[src/rtl/sampling_pkg.sv]
// Constants and helpers shared by the coefficient encode and sampling paths.
package sampling_pkg;

    localparam int unsigned KYBER_Q = 3329;
    localparam int unsigned BEAT_W  = 128;
    localparam int unsigned KEEP_W  = 16;

    // Number of bytes needed to hold the given number of bits.
    function automatic int unsigned ceil_bytes(input int unsigned bits);
        return (bits + 32'd7) / 32'd8;
    endfunction

endpackage

[src/rtl/stream_out_reg.sv]
// Single-entry valid/ready output register carrying data, keep and last.
module stream_out_reg
    import sampling_pkg::*;
#(
    parameter int unsigned DW = BEAT_W,
    parameter int unsigned KW = KEEP_W
) (
    input  logic          clk,
    input  logic          rst_n,
    input  logic          load_i,
    input  logic [DW-1:0] data_i,
    input  logic [KW-1:0] keep_i,
    input  logic          last_i,
    input  logic          ready_i,
    output logic          free_o,
    output logic          valid_o,
    output logic [DW-1:0] data_o,
    output logic [KW-1:0] keep_o,
    output logic          last_o
);

    logic          valid_q;
    logic [DW-1:0] data_q;
    logic [KW-1:0] keep_q;
    logic          last_q;

    // Slot can be refilled in the same cycle its current beat is taken.
    assign free_o = !valid_q || ready_i;

    always_ff @(posedge clk or negedge rst_n) begin
        if (!rst_n) begin
            valid_q <= 1'b0;
            data_q  <= '0;
            keep_q  <= '0;
            last_q  <= 1'b0;
        end else if (load_i) begin
            valid_q <= 1'b1;
            data_q  <= data_i;
            keep_q  <= keep_i;
            last_q  <= last_i;
        end else if (ready_i) begin
            valid_q <= 1'b0;
        end
    end

    assign valid_o = valid_q;
    assign data_o  = data_q;
    assign keep_o  = keep_q;
    assign last_o  = last_q;

endmodule

[src/rtl/byte_encode.sv]
// ByteEncode_D: packs D-bit coefficients little-endian into 128-bit beats with keep/last.
module byte_encode
    import sampling_pkg::*;
#(
    parameter int unsigned Q           = KYBER_Q,
    parameter int unsigned COEFF_WIDTH = 13,
    parameter int unsigned D           = 12,
    parameter int unsigned N           = 256
) (
    input  logic                   clk,
    input  logic                   rst_n,
    input  logic                   start_i,
    output logic                   done_o,
    output logic                   err_o,
    input  logic [COEFF_WIDTH-1:0] coeff_i,
    input  logic                   coeff_valid_i,
    output logic                   coeff_ready_o,
    output logic [BEAT_W-1:0]      data_o,
    output logic                   valid_o,
    output logic                   last_o,
    output logic [KEEP_W-1:0]      keep_o,
    input  logic                   ready_i
);

    localparam int unsigned ACC_W  = 140;
    localparam int unsigned FILL_W = 8;
    localparam int unsigned CNT_W  = $clog2(N + 1);

    localparam logic [CNT_W-1:0]  N_CNT     = CNT_W'(N);
    localparam logic [FILL_W-1:0] BEAT_FILL = FILL_W'(BEAT_W);
    localparam logic [FILL_W-1:0] D_FILL    = FILL_W'(D);

    typedef enum logic [1:0] {StIdle, StRun, StFlush, StDone} state_e;

    state_e             state_q;
    logic [ACC_W-1:0]   acc_q, acc_d, acc_shift;
    logic [FILL_W-1:0]  fill_q, fill_d, fill_shift;
    logic [CNT_W-1:0]   cnt_q;
    logic               done_q;
    logic               err_q;

    logic               accept;
    logic               draining;
    logic               slot_free;
    logic               load_full;
    logic               load_part;
    logic               beat_load;
    logic               range_bad;
    logic [KEEP_W-1:0]  beat_keep;
    logic               beat_last;

    assign coeff_ready_o = (state_q == StRun) && (cnt_q < N_CNT) && (fill_q < BEAT_FILL);
    assign accept        = coeff_ready_o && coeff_valid_i;
    assign draining      = (state_q == StRun) || (state_q == StFlush);
    assign load_full     = draining && (fill_q >= BEAT_FILL) && slot_free;
    assign load_part     = (state_q == StFlush) && (fill_q != '0) && (fill_q < BEAT_FILL)
                           && slot_free;
    assign beat_load     = load_full || load_part;

    always_comb begin
        if (D == 12) begin
            range_bad = 32'(coeff_i) >= Q;
        end else begin
            range_bad = 32'(coeff_i) >= (32'd1 << D);
        end
    end

    // Shift out a full beat first, then place the new coefficient at the post-shift fill.
    always_comb begin
        acc_shift  = load_full ? (acc_q >> BEAT_W) : acc_q;
        fill_shift = load_full ? (fill_q - BEAT_FILL) : fill_q;
        acc_d      = acc_shift;
        fill_d     = fill_shift;
        if (accept) begin
            acc_d  = acc_shift | (ACC_W'(coeff_i[D-1:0]) << fill_shift);
            fill_d = fill_shift + D_FILL;
        end
        if (load_part) begin
            acc_d  = '0;
            fill_d = '0;
        end
    end

    // Bits above fill are always zero, so a partial beat is already zero-padded.
    always_comb begin
        if (load_full) begin
            beat_keep = '1;
        end else begin
            beat_keep = KEEP_W'((32'd1 << ceil_bytes(32'(fill_q))) - 32'd1);
        end
        beat_last = load_part || ((fill_shift == '0) && (cnt_q == N_CNT));
    end

    always_ff @(posedge clk or negedge rst_n) begin
        if (!rst_n) begin
            state_q <= StIdle;
            acc_q   <= '0;
            fill_q  <= '0;
            cnt_q   <= '0;
            done_q  <= 1'b0;
            err_q   <= 1'b0;
        end else begin
            done_q <= 1'b0;
            unique case (state_q)
                StIdle: begin
                    if (start_i) begin
                        acc_q   <= '0;
                        fill_q  <= '0;
                        cnt_q   <= '0;
                        err_q   <= 1'b0;
                        state_q <= StRun;
                    end
                end
                StRun, StFlush: begin
                    acc_q  <= acc_d;
                    fill_q <= fill_d;
                    if (accept) begin
                        cnt_q <= cnt_q + CNT_W'(1);
                        if (range_bad) begin
                            err_q <= 1'b1;
                        end
                    end
                    if (state_q == StRun && cnt_q == N_CNT) begin
                        state_q <= StFlush;
                    end
                    if (state_q == StFlush && valid_o && last_o && ready_i) begin
                        state_q <= StDone;
                        done_q  <= 1'b1;
                    end
                end
                StDone: begin
                    state_q <= StIdle;
                end
                default: begin
                    state_q <= StIdle;
                end
            endcase
        end
    end

    assign done_o = done_q;
    assign err_o  = err_q;

    stream_out_reg #(
        .DW (BEAT_W),
        .KW (KEEP_W)
    ) u_out (
        .clk     (clk),
        .rst_n   (rst_n),
        .load_i  (beat_load),
        .data_i  (acc_q[BEAT_W-1:0]),
        .keep_i  (beat_keep),
        .last_i  (beat_last),
        .ready_i (ready_i),
        .free_o  (slot_free),
        .valid_o (valid_o),
        .data_o  (data_o),
        .keep_o  (keep_o),
        .last_o  (last_o)
    );

endmodule
[config.mk]
export PLATFORM = sky130hd
export DESIGN_NAME = byte_encode
export DESIGN_NICKNAME = d
export VERILOG_FILES = /design/src/rtl/sampling_pkg.sv /design/src/rtl/stream_out_reg.sv /design/src/rtl/byte_encode.sv
export SDC_FILE = /design/constraint.sdc
export NUM_CORES = 1
export LEC_CHECK = 0
export BUFFER_PORTS_ARGS = -buffer_cell sky130_fd_sc_hd__clkbuf_2
export CORE_MARGIN = 8
export CORE_UTILIZATION = 25
export DETAILED_ROUTE_END_ITERATION = 7
export SYNTH_ARGS = -nofsm -noshare
export SYNTH_HDL_FRONTEND = slang
export SYNTH_HIERARCHICAL = 1
export SYNTH_SLANG_ARGS = --single-unit
[constraint.sdc]
create_clock -name clk -period 6.3 [get_ports clk]
set_input_delay 0.315 -clock clk [delete_from_list [all_inputs] [get_ports clk]]
set_output_delay 0.315 -clock clk [all_outputs]
set_load 0.01 [all_outputs]
==> results.sh, run 1 <==
export IMPL_status="finished clean"
export IMPL_grt_overflow=0
export IMPL_synth_top_flop_cell="dfrtp_1"
export IMPL_crit_path_cell_trace="clkinv_1 > ha_1 > or4b_4 > nand4_1 > nand2_4 > buf_12 > mux2_2"
export IMPL_p_seq_frac=0.379
export IMPL_reg2regPathDepth=7
export IMPL_row_count=83
export IMPL_cts_sinks=305
export IMPL_ys_seq_area_frac=0.594
export IMPL_clockPowerShare=0.334
export IMPL_use_met3=0.0485
export IMPL_rsz0062_at_grt="no"
export IMPL_cap_violations=0
export IMPL_cp_required_ns=6.71
export IMPL_maxSlewHeadroom=0.165
export IMPL_fin_worst_skew_ns=0.0208
export IMPL_startpoint_type="register"
export IMPL_multi_input_comb_area_mm2=0.00480
export IMPL_drc_errors=0
export IMPL_fp_coreArea_mm2=0.0511
export IMPL_synth_edff_count=0
export IMPL_cts_buffers=36
export IMPL_slowest_delay_ns=0.91
export IMPL_cts_tree="done"
export IMPL_max_freq_mhz=244
export IMPL_setup_slack_ns=2.20
export IMPL_antenna_found_initial=4
export IMPL_p_sw_mw=2.19
export IMPL_gr_usage_met1=0.157
export IMPL_holdPathEnd="acc_q[135]"
export IMPL_top_usage_layer="met2"
export IMPL_fin_crit_ns=4.10
export IMPL_swShare=0.362
export IMPL_post_route_period_util=0.651
export IMPL_p_int_mw=3.86
export IMPL_routabilityCongestion=0.890
export IMPL_worstReg2RegStart="fill_q[2]"
export IMPL_crit_buf_inv=2
export IMPL_post_place_cells=1796
export IMPL_start_util=0.251
export IMPL_yosysWarnings=6
export IMPL_die_y_um=243
export IMPL_clkTransAtPathRegs_ns=0.06
export IMPL_clock_path_buffers=3
export IMPL_report_power_total_mw=6.04
export IMPL_finalNetCount=1183
export IMPL_r2r_slack_ns=2.20
export IMPL_r2r_end="u_out/data_o[101]"
export IMPL_vias=8822
export IMPL_vias_per_cell=4.74
export IMPL_wl_mm=37.5
export IMPL_die_area_mm2=0.0589
export IMPL_setup_viol=0
export IMPL_pin_count=167
export IMPL_place_ws_ns=2.28
export IMPL_drtIter0Drc=609
export IMPL_fp_dieW_um=243
export IMPL_grt_max_degree=213
export IMPL_avgRoutedWirePerCell_um=20.1
export IMPL_met2_usage=0.196
export IMPL_crit_family="simple AND/OR/NAND/NOR gates"
export IMPL_finalHoldViolCount=0
export IMPL_cp_arrival_ns=4.52
export IMPL_grt_pass1_vias=9017
export IMPL_finalInstanceArea_mm2=0.0154
export IMPL_syn_num_nets=1029
export IMPL_ir_drop_v=0.000311
export IMPL_combPwrFrac=0.287
export IMPL_ys_ff_latch=305
export IMPL_n_fill_cell=5245
export IMPL_min_delay_path_depth=2
export IMPL_cts_repair_resized=0
export IMPL_slowest_stage="dfrtp_1"
export IMPL_tns_ns=0
export IMPL_clk_latency_ns=0.54
export IMPL_ff_latch_area_mm2=0.00763
export IMPL_instances_no_fill=1862
export IMPL_clockRootBuffer="clkbuf_16"
export IMPL_avgSynthCellArea_um2=12.8
export IMPL_worstHoldStart="coeff_i[11]"
export IMPL_slew_viol_final=0
export IMPL_synthesis_instances=1001
export IMPL_power_density_mw_per_mm2=392
export IMPL_end_kind="register"
export IMPL_io_buffers=166
export IMPL_layout_drive_gt1_share=0.341
export IMPL_p_leak_nw=7.41
export IMPL_synthArstFlopShare=1.00
export IMPL_synthToLayoutAreaGrowth_pct=20.0
export IMPL_critical_path_max_fanout=87
export IMPL_worstSetupStartpoint="fill_q[2]"
export IMPL_crit_type="register to register"
export IMPL_track_usage=0.125
export IMPL_htreeDepth=2
export IMPL_dr_pass1_iters=5
export IMPL_hold_path_class="input port to register"
export IMPL_netlist_cell_type_count=68
export IMPL_worst_slew_pin_slew_ns=1.22
export IMPL_synth_area_mm2=0.0128
export IMPL_ant_nets=0
export IMPL_grt_pass1_wl_mm=57.4
export IMPL_placed_area_mm2=0.0142
export IMPL_dpl_hpwl_mm=26.2
## cell usage in the layout, fill, tap and decap left out, drive strengths merged, types with 5 or more instances in the layout
cell type / n
a21oi: 11
a22o: 72
a22oi: 13
a31oi: 8
a32o: 16
and2: 7
buf: 7
clkbuf: 211
clkinv: 14
dfrtp: 305
ha: 10
inv: 13
mux2: 148
mux2i: 12
nand2: 88
nand2b: 8
nand3: 15
nand4: 10
nor2: 38
nor3: 8
o21a: 5
o21ai: 76
o22ai: 14
or3: 8
## cell families (layout without fill, tap and decap cells)
family,count (synthesis),in the layout,synth area share
compound gates,247,247,0.138
xor+xnor,6,6,0.00409
fa+ha+maj,10,10,0.00974
buf+inv,69,249,0.0344
flops,305,305,0.594
mux,160,160,0.139
other cells,0,1,0
simple gates,204,204,0.0805
## power by group through the flow
stage / Clock [mW] / Combinational, mW / Sequential [mW]
2_1_floorplan: 0 / 1.21 / 2.30
3_3_place_gp: 0 / 1.72 / 2.31
3_5_place_dp: 0 / 1.76 / 2.32
4_1_cts: 2.09 / 1.76 / 2.29
5_1_grt: 2.16 / 1.91 / 2.32
6_report: 2.02 / 1.73 / 2.29
## per-stage QoR
stage / hold WS [ns] / utilization
4_1_cts: 0.0640 / 0.302
5_1_grt: 0.0818 / 0.302
6_report: 0.106 / 0.302
2_1_floorplan: 0.0194 / -
3_3_place_gp: 0.386 / 0.279
3_5_place_dp: 0.402 / 0.279
## timing repair
action	CTS	global route
buffers inserted	0	0
hold endpoints to repair	93	0
endpoints found under the setup margin	0	0
hold buffers	1	0
## worst reg2reg max path, stage by stage (launching register included)
cell and delay (ns):
dfrtp_1 0.91, clkinv_1 0.48, ha_1 0.37, or4b_4 0.22, nand4_1 0.17, nand2_4 0.88
buf_12 0.49, mux2_2 0.45
## layout make-up
class / count / area share
clock buffer: 46 / 0.0655
inverter: 12 / 0.00292
timing repair buffer: 173 / 0.0605
clock inverter: 18 / 0.00941
antenna: 1 / 0.000162
multi-input combinational: 627 / 0.311
sequential: 305 / 0.495
tap: 680 / 0.0552
## routing by layer
layer	wire [µm]	share of wire	up-vias
met2	17200	0.46	260
li1	-	-	3999
met4	946	0.025	4
met1	16100	0.43	4497
met5	26	0.00069	-
met3	3170	0.085	62
## registers in the layout (all words and copies together) (netlist names)
| signal | cells |
|---|---|
| err_o | 1 |
| state_q | 2 |
| acc_q | 140 |
| u_out/keep_o | 16 |
| u_out/last_o | 1 |
| cnt_q | 9 |
| u_out/data_o | 128 |
| u_out/valid_o | 1 |
| fill_q | 6 |
| done_o | 1 |
## synth_stat cells, types with 3 or more instances
library cell	count	area [µm²]
o22ai_1	14	87.6
a22o_1	72	631
a22oi_1	13	97.6
nand2_1	88	330
clkbuf_1	19	71.3
xor2_1	4	35.0
nor2_2	6	37.5
a32o_1	16	160
nor2_1	29	109
nor2b_1	4	25.0
a31oi_1	8	50.1
ha_1	10	125
a2bb2oi_1	4	35.0
buf_2	15	75.1
o21ai_0	75	375
nor3_1	6	30.0
buf_1	4	15.0
clkbuf_8	10	138
and2_1	7	43.8
or3_1	7	43.8
a21oi_1	11	55.1
mux2i_1	12	120
and3_1	3	18.8
nor4_1	3	18.8
buf_6	8	90.1
a21boi_0	3	22.5
nand3_1	14	70.1
o21a_1	5	37.5
a41oi_1	4	35.0
nand2b_1	8	50.1
nand4_1	10	62.6
mux2_2	148	1670
dfrtp_1	305	7630
nor2_4	3	33.8
inv_1	9	33.8
## worst max-delay path by stage
stage,endpoint,cells after the start,slack [ns]
after floorplan,u_out/keep_o[8],13,3.27
after global placement,u_out/data_o[110],7,2.42
after detailed placement,u_out/data_o[14],7,2.28
after CTS,u_out/data_o[103],7,2.26
after global routing,u_out/data_o[100],7,1.92
final,u_out/data_o[101],7,2.20
Power figures use the tool's default switching activity.
==> run 2, diff against run 1 <==
Clock period 6.3 ns to 3.5 ns, I/O delays scaled along.
==> run 2 against run 1 <==
  * Die area is the same
  * Sequential power is 79% higher
  * Worst hold slack got worse by 0.062 ns
  * Combinational power increased by 90%
==> results.sh, run 2 (synthesized netlist as in run 1, its figures left out) <==
export IMPL_crit_type="register to register"
export IMPL_final_util=0.308
export IMPL_slowest_delay_ns=0.74
export IMPL_finalNetCount=1216
export IMPL_clk_latency_ns=0.53
export IMPL_layout_drive_gt1_share=0.351
export IMPL_vias_per_cell=4.75
export IMPL_tns_ns=0
export IMPL_layout_commonest_cell="dfrtp_1"
export IMPL_status="finished clean"
export IMPL_cts_sinks=305
export IMPL_hold_path_class="input port to register"
export IMPL_slowest_stage="dfrtp_1"
export IMPL_cap_violations=0
export IMPL_startpoint_type="register"
export IMPL_slew_viol_final=0
export IMPL_die_y_um=243
export IMPL_end_kind="register"
export IMPL_drc_errors=0
export IMPL_synthToLayoutAreaGrowth_pct=22.6
export IMPL_htreeDepth=2
export IMPL_start_util=0.251
export IMPL_grt_overflow=0
export IMPL_dr_pass1_iters=5
export IMPL_avgRoutedWirePerCell_um=20.4
export IMPL_post_route_period_util=0.839
export IMPL_cp_arrival_ns=3.36
export IMPL_fin_worst_skew_ns=0.0149
export IMPL_routabilityCongestion=0.844
export IMPL_p_leak_nw=7.61
export IMPL_fp_coreArea_mm2=0.0511
export IMPL_track_usage=0.128
export IMPL_io_buffers=166
export IMPL_cts_tree="done"
export IMPL_critical_path_max_fanout=18
export IMPL_fin_crit_ns=2.94
export IMPL_cts_buffers=35
export IMPL_setup_slack_ns=0.562
export IMPL_drtIter0Drc=598
export IMPL_clockRootBuffer="clkbuf_16"
export IMPL_crit_path_cell_trace="nand4_1 > o21ai_0 > nand3_1 > ha_1 > o21ai_0 > nand2b_1 > xnor2_1 > nand2_1 > mux2_2"
export IMPL_wl_mm=38.7
export IMPL_place_ws_ns=0.605
export IMPL_cts_repair_resized=0
export IMPL_top_register="acc_q"
export IMPL_ant_nets=0
export IMPL_power_density_mw_per_mm2=709
export IMPL_path_common_cell="o21ai_0"
export IMPL_clock_path_buffers=3
export IMPL_grt_pass1_wl_mm=59.3
export IMPL_grt_max_degree=121
export IMPL_cp_required_ns=3.92
export IMPL_vias=8990
export IMPL_dpl_hpwl_mm=27.8
export IMPL_clkTransAtPathRegs_ns=0.06
export IMPL_antenna_found_initial=2
export IMPL_row_count=83
export IMPL_fp_dieW_um=243
export IMPL_final_cell_mix="305 x dfrtp_1, 165 x clkbuf_2, 148 x mux2_2"
export IMPL_largest_reg_flops=140
export IMPL_rsz0062_at_grt="no"
export IMPL_setup_viol=0
export IMPL_grt_pass1_vias=9174
export IMPL_finalHoldViolCount=0
export IMPL_worst_slew_pin_slew_ns=0.937
export IMPL_ir_drop_v=0.000458
export IMPL_max_freq_mhz=340
export IMPL_maxSlewHeadroom=0.357
export IMPL_pin_count=167
export IMPL_die_area_mm2=0.0589
## run 2: changes by cell type in the layout (fill, tap and decap cells not counted), sizes merged, moves of 2 or more
cell	change
buf	+29
dlygate4sd3	+5
clkinv	-4
bufinv	+3
clkinvlp	-2
## run 2: final timing paths
| kind | startpoint | end | slack [ns] | depth (start not counted) |
|---|---|---|---|---|
| max in group asynchronous | rst_n | u_out/data_o[4] | 2.17 | 3 |
| min in group asynchronous | rst_n | u_out/data_o[94] | 0.36 | 2 |
| worst max register to register | fill_q[4] | u_out/keep_o[8] | 0.56 | 9 |
| worst max-delay path | fill_q[4] | u_out/keep_o[8] | 0.56 | 9 |
| worst min register to register | acc_q[19] | acc_q[19] | 0.48 | 2 |
| worst min-delay path | coeff_i[9] | acc_q[133] | 0.04 | 2 |
## run 2: repair_timing
| action | 4_1_cts | 5_1_grt |
|---|---|---|
| setup buffers | 0 | 0 |
| hold buffers | 6 | 0 |
| hold endpoints to repair | 118 | 0 |
## run 2: metal layers
| layer | track usage | part of all wire |
|---|---|---|
| met1 | 0.169 | 0.44 |
| met2 | 0.201 | 0.46 |
| met3 | 0.0400 | 0.083 |
| met4 | 0.0377 | 0.022 |
| met5 | 0 | 0.00028 |
## run 2: critical path, delay by kind of cell, from the launching register on
kind                     cells  cell delay [ns]
AO/OA/AOI/OAI                2             0.64
XOR/XNOR                     1             0.13
adder cells (fa/ha/maj)      1             0.24
flip-flops                   1             0.74
multiplexers                 1             0.26
AND/OR/NAND/NOR              4             0.82
## run 2: power by group
| group | total (mW) | internal (mW) | switching (mW) |
|---|---|---|---|
| sequential | 4.09 | 3.85 | 0.239 |
| combinational | 3.28 | 1.07 | 2.22 |
| clock | 3.79 | 2.33 | 1.46 |
| total | 11.2 | 7.25 | 3.92 |
## run 2: layout make-up
cell class	instances	area [µm²]
inverter	12	45.0
tap	680	851
multi-input combinational	627	4790
antenna	1	2.50
sequential	305	7630
clock buffer	47	1010
clock inverter	14	178
fill	5212	35300
timing repair buffer	207	1240
## run 2: stage by stage
step	cell area [µm²]	power, mW	hold slack (ns)	cells
global route	15700	11.8	0.0237	1892
global placement	14500	7.40	0.333	1825
CTS	15700	11.3	0.0226	1892
finish	15800	11.2	0.0438	1893
detailed placement	14500	7.45	0.339	1825
floorplan	12800	6.32	-0.121	1001
